==> config.mk <==
export PLATFORM = sky130hd
export DESIGN_NAME = dest_reg_tracker
export DESIGN_NICKNAME = d
export VERILOG_FILES = /design/src/rtl/dest_reg_tracker.sv
export SDC_FILE = /design/constraint.sdc
export NUM_CORES = 1
export LEC_CHECK = 0
export ABC_CLOCK_PERIOD_IN_PS = 3280
export BUFFER_PORTS_ARGS = -buffer_cell sky130_fd_sc_hd__buf_2
export CAP_MARGIN = 0
export CELL_PAD_IN_SITES_DETAIL_PLACEMENT = 1
export CELL_PAD_IN_SITES_GLOBAL_PLACEMENT = 2
export CORE_AREA = 2 2 68 70
export DETAILED_ROUTE_END_ITERATION = 8
export DIE_AREA = 0 0 70 72
export GPL_TIMING_DRIVEN = 0
export MAX_ROUTING_LAYER = met4
export PLACE_DENSITY = 0.86
export SLEW_MARGIN = 20
export SYNTH_ARGS = -nofsm -noshare
export SYNTH_HDL_FRONTEND = slang
export SYNTH_SLANG_ARGS = --single-unit
==> constraint.sdc <==
create_clock -name Clk -period 3.28 [get_ports Clk]
set_clock_uncertainty 0.05 [all_clocks]
set_input_delay 0.492 -clock Clk [delete_from_list [all_inputs] [get_ports Clk]]
set_output_delay 0.492 -clock Clk [all_outputs]
set_load 0.1 [all_outputs]
==> src/rtl/dest_reg_tracker.sv <==
// Carries decode destination/RegWrite/MemRead through EX/MEM/WB; yields load-use Stall, EX forwarding selects, WB write port.
// Stall/Fwd are combinational, WB outputs are registered (decode -> WbDst after 3 edges); STALL_CNT_EN adds a saturating stall counter.
module dest_reg_tracker #(
  parameter int REG_W       = 5,
  parameter int STALL_CNT_W = 16
) (
  input  logic             Clk,
  input  logic             Rst,
  input  logic             Valid_ID,
  input  logic [REG_W-1:0] DstReg_ID,
  input  logic             RegWrite_ID,
  input  logic             MemRead_ID,
  input  logic [REG_W-1:0] Rs_ID,
  input  logic [REG_W-1:0] Rt_ID,
  input  logic             UseRs_ID,
  input  logic             UseRt_ID,
  input  logic             Flush,
  output logic             Stall,
  output logic [1:0]       FwdA,
  output logic [1:0]       FwdB,
  output logic [REG_W-1:0] WbDst,
  output logic             WbRegWrite
`ifdef STALL_CNT_EN
  ,
  output logic [STALL_CNT_W-1:0] StallCount
`endif
);

  typedef struct packed {
    logic             valid;
    logic [REG_W-1:0] dst;
    logic             rw;
    logic             mr;
  } stage_t;

  typedef struct packed {
    stage_t           base;
    logic [REG_W-1:0] rs;
    logic [REG_W-1:0] rt;
    logic             use_rs;
    logic             use_rt;
  } ex_t;

  ex_t    ex_q, ex_d;
  stage_t mem_q, wb_q;

  function automatic logic fwd_hit(input stage_t s, input logic [REG_W-1:0] src,
                                   input logic use_src);
    return use_src && s.valid && s.rw && (s.dst != '0) && (s.dst == src);
  endfunction

  // A load in EX with a nonzero destination read by the decode instruction must wait one cycle.
  assign Stall = Valid_ID && !Flush && ex_q.base.valid && ex_q.base.mr && (ex_q.base.dst != '0) &&
                 ((UseRs_ID && (Rs_ID == ex_q.base.dst)) || (UseRt_ID && (Rt_ID == ex_q.base.dst)));

  always_comb begin
    ex_d = '0;
    if (Valid_ID && !Flush && !Stall) begin
      ex_d.base.valid = 1'b1;
      ex_d.base.dst   = DstReg_ID;
      ex_d.base.rw    = RegWrite_ID;
      ex_d.base.mr    = MemRead_ID;
      ex_d.rs         = Rs_ID;
      ex_d.rt         = Rt_ID;
      ex_d.use_rs     = UseRs_ID;
      ex_d.use_rt     = UseRt_ID;
    end
  end

  always_comb begin
    FwdA = 2'b00;
    FwdB = 2'b00;
    if (fwd_hit(mem_q, ex_q.rs, ex_q.use_rs))     FwdA = 2'b01;
    else if (fwd_hit(wb_q, ex_q.rs, ex_q.use_rs)) FwdA = 2'b10;
    if (fwd_hit(mem_q, ex_q.rt, ex_q.use_rt))     FwdB = 2'b01;
    else if (fwd_hit(wb_q, ex_q.rt, ex_q.use_rt)) FwdB = 2'b10;
  end

  always_ff @(posedge Clk or posedge Rst) begin
    if (Rst) begin
      ex_q  <= '0;
      mem_q <= '0;
      wb_q  <= '0;
    end else begin
      ex_q  <= ex_d;
      mem_q <= ex_q.base;
      wb_q  <= mem_q;
    end
  end

  assign WbDst      = wb_q.dst;
  assign WbRegWrite = wb_q.valid & wb_q.rw;

  // MemRead rides along past EX for debug visibility only.
  logic unused_mr;
  assign unused_mr = mem_q.mr ^ wb_q.mr;

`ifdef STALL_CNT_EN
  logic [STALL_CNT_W-1:0] stall_cnt_q, stall_cnt_d;

  always_comb begin
    stall_cnt_d = stall_cnt_q;
    if (Stall && (stall_cnt_q != '1)) stall_cnt_d = stall_cnt_q + 1'b1;
  end

  always_ff @(posedge Clk or posedge Rst) begin
    if (Rst) stall_cnt_q <= '0;
    else     stall_cnt_q <= stall_cnt_d;
  end

  assign StallCount = stall_cnt_q;
`else
  logic [STALL_CNT_W-1:0] unused_cnt;
  assign unused_cnt = '0;
`endif

endmodule

# [Word-level counts from Yosys, hierarchy flattened]
# Index checks and enable logic that the tools add are counted.
[word_totals] out_inout_bits=11 reg_bits=34
[op_classes] n_reduce_logical=30 bitwise=1 n_eq_ne=6 mux=5
[op_table] op="5-bit == test" count=6
[op_table] op="1-bit logical AND" count=24
[op_table] op="20-bit two-way mux" count=1
[op_table] op="5-bit nonzero test" count=3
[op_table] op="2-bit two-way mux" count=4
[op_table] op="1-bit zero test" count=2
[op_table] op="1-bit bitwise AND" count=1
[op_table] op="1-bit logical OR" count=1

# [Longest topological paths before layout]
[depth] depth_word=9 mapped_depth=5 ltp_nobuf=4

# [Worst setup path after synthesis]
# No wires, ideal clock.
[synth_path] path_kind="register -> output" start="register mem_q[2] in the netlist's numbering" end="output FwdA[1]" arrival_time_ns=3.659 path_slack_ns=-0.921 stages_incl_launch_ff=5 path_cell_list="dfrtp_1 xnor2_1 nand4_1 nor3_1 nor3_2"
[synth_via] elab_chain_cells=4 elab_cells_between_ends=5
[synth_rtl] item="start: declaration" line_no="45" source="stage_t mem_q, wb_q;"
[synth_rtl] item="start signal: assignment" line_no="86" source="mem_q <= ex_q.base;"
[synth_rtl] item="5-bit nonzero test" line_no="49" source="return use_src && s.valid && s.rw && (s.dst != '0) && (s.dst == src);"
[synth_rtl] item="1-bit logical AND" line_no="49"
[synth_rtl] item="1-bit logical AND *" line_no="49"
[synth_rtl] item="2-bit two-way mux *" line_no="73" source="if (fwd_hit(mem_q, ex_q.rs, ex_q.use_rs)) FwdA = 2'b01;"
[synth_rtl] item="end: declaration" line_no="19" source="output logic [1:0] FwdA,"
# Mark *: on every way between the ends. The rest lies on a longest branch, timed or not.

# [Final worst setup path]
[layout_path] start="register mem_q[3] in the netlist's numbering" end="output FwdA[1]"
# Same word-level chain as after synthesis.

==> impl_metrics.csv <==
group,metric,value,unit
die,ios,34,
clocking,cts_buffers,5,
global_route,antenna_found_initial,0,
die,die_area,0.00504,mm²
route,drt_first_pass_iters,4,
yosys,syn_inst,143,
yosys,ys_types,21,
timing,rsz0062_at_grt,"false",
timing,tightestPinTransition,666,ps
pwr,power_density,456,mW/mm²
clocking,clock_sinks,34,
route,wl_per_cell,14.8,µm
worst_setup_path,start_kind,"flop",
route,vias,1129,
worst_setup_path,worstPathRequired,2740,ps
timing,tns,0,ps
worst_setup_path,path_class,"reg -> out",
yosys,ys_ff_latch,34,
worst_setup_path,critPathSlowestCell,"or4_1",
clocking,cts_tree,"built",
pwr,p_leak,0.891,nW
route,drt_iter0_markers,20,
worst_setup_path,r2r_slack,1550,ps
placement,gp_congestion,0.817,
clocking,insertion_delay,280,ps
clocking,postCtsSetupBuffers,0,
global_route,grt_max_degree,35,
worst_setup_path,crit_fanout,4,
global_route,track_usage,16.3,%
die,die_w,70,µm
timing,fmaxAchievable,370,MHz
route,wl,3490,µm
finish,diodes,0,
timing,max_slew_margin,55.5,%
finish,area_delta_synth_final,21.0,%
yosys,ys_warn_count,0,
flow_run,drv_cap,0,
clocking,clk_pin_slew,60,ps
yosys,seq_area_frac_synth,56.0,%
pwr,irDropWorstVdd,0.190,mV
finish,layout_commonest_cell,"dfrtp_1",
die,placementRows,24,
route,drc,0,
finish,fill_cells,502,
yosys,avgSynthCellArea,10.6,µm²
timing,finalCritPeriodShare,82.4,%
route,ant_nets,0,
worst_setup_path,critPathMaxStageDelay,550,ps
outcome,outcome,"finished, final reports clean",
placement,portBuffers,33,
worst_setup_path,endpoint_kind,"output pin",
placement,dp_hpwl,2870,µm
finish,final_cell_mix,"dfrtp_1 (34), buf_2 (33), nand2_1 (23)",
finish,drive_gt1_share,27.9,%
worst_setup_path,cp_common_cell,"nor3_2",
die,core_area,0.00426,mm²
timing,setup_viol,0,
timing,layout_min_cycle_time,2700,ps
yosys,synthesis.nets,166,
clocking,clock_path_buffers,2,
finish,final_cell_count_no_fill,235,
die,start_util,35.7,%
global_route,first_global_vias,1307,
route,avgViaCountPerCell,4.80,
pwr,p_total,0.000838,W
placement,dp.cells,228,
clocking,hold_buffers,0,
die,die_y,72,µm
timing,final_max_slew_viol_count,0,
clocking,cts-root-buf,"clkbuf_8",
global_route,grt_overflow,0,
clocking,post_cts_resized,0,
global_route,grt_pass1_wl,6240,µm
worst_setup_path,crit_arrival,2160,ps
hold_path,hp-class,"in -> async",
yosys,netlist_area,0.00152,mm²
finish,fin_nets,206,
worst_setup_path,path_cells,"or4_1, o211ai_2, nor3_2, nor3_2, buf_2",
clocking,htree_levels,2,
timing,finalHoldViolCount,0,
flip-flops by register name, summed over array words and instances (netlist names):
signal and cells:
ex_q 20, mem_q 7, WbDst 5, wb_q 2
synthesized netlist by cell type:
cell,n,area share (%)
nand3_1,3,0.99
a21oi_1,20,6.6
clkbuf_1,6,1.5
xor2_1,8,4.6
nor3_2,2,1.3
or4_1,2,0.99
o21ai_1,1,0.33
nand4_1,4,1.6
nor2_1,1,0.25
inv_1,1,0.25
and2_1,2,0.82
o211ai_2,1,0.82
nor4_1,2,0.82
xnor2_1,22,13
a21boi_1,1,0.49
nand2_1,23,5.7
nor2b_1,1,0.41
dfrtp_1,34,56
buf_4,5,2.5
nor3_1,3,0.99
o22ai_1,1,0.41
layout make-up:
type                    count  area, µm²  share of cell area (%)
multi-input cells          97        616                    33.5
clock inverters             2       10.0                   0.544
inverters                   1       3.75                   0.204
flip-flops and latches     34        851                    46.3
plain buffers              11       60.1                    3.27
clock buffers               5       68.8                    3.74
repair buffers             33        165                    8.98
well taps                  52       65.1                    3.54
where the power goes:
part / internal [W] / switching, W / leakage [nW]
logic: 0.0000423 / 0.0000618 / 0.391
clock network: 0.000142 / 0.000137 / 0.0438
registers: 0.000436 / 0.0000186 / 0.456
worst paths after layout:
kind                               startpoint                 end  depth (start not counted)
min in group Clk           ex_q[13]$_DFF_PP0_  mem_q[1]$_DFF_PP0_                          0
hold / removal                            Rst  ex_q[18]$_DFF_PP0_                          2
setup / recovery           mem_q[3]$_DFF_PP0_             FwdA[1]                          5
hold reg to reg            ex_q[13]$_DFF_PP0_  mem_q[1]$_DFF_PP0_                          0
setup reg to reg           ex_q[15]$_DFF_PP0_  ex_q[11]$_DFF_PP0_                          5
max in group asynchronous                 Rst   wb_q[7]$_DFF_PP0_                          2
kinds of logic after synthesis:
group	count (synthesis)	share of synthesized area [%]
compound gates	24	8.64
xor+xnor	30	17.3
buf+inv	12	4.20
flops	34	56.0
simple gates	43	13.9
metrics by stage:
stage	hold slack (ps)	setup slack [ps]	utilization, %	area, µm²
2_1_floorplan	281	66.6	-	1530
3_3_place_gp	287	865	41.3	1760
3_5_place_dp	288	844	41.3	1760
4_1_cts	281	540	43.1	1840
5_1_grt	323	434	43.1	1840
6_report	256	578	43.1	1840
metal layers:
metal  wire (µm)  GRT usage, %  part of all wire [%]  up-vias
li1            -             -                     -      549
met1        1420          17.2                    41      543
met2        1850          29.5                    53       32
met3         177          4.44                   5.1        5
met4          47          5.98                   1.3        0
met5           0             -                     0        -
critical path: cells and delay by family, from the launching register on:
kind                   cells  cell delay, ps
buffers and inverters      1             440
AO/OA/AOI/OAI              1             220
flip-flops                 1             430
AND/OR/NAND/NOR            3             800
(Power assumes the default switching activity.)
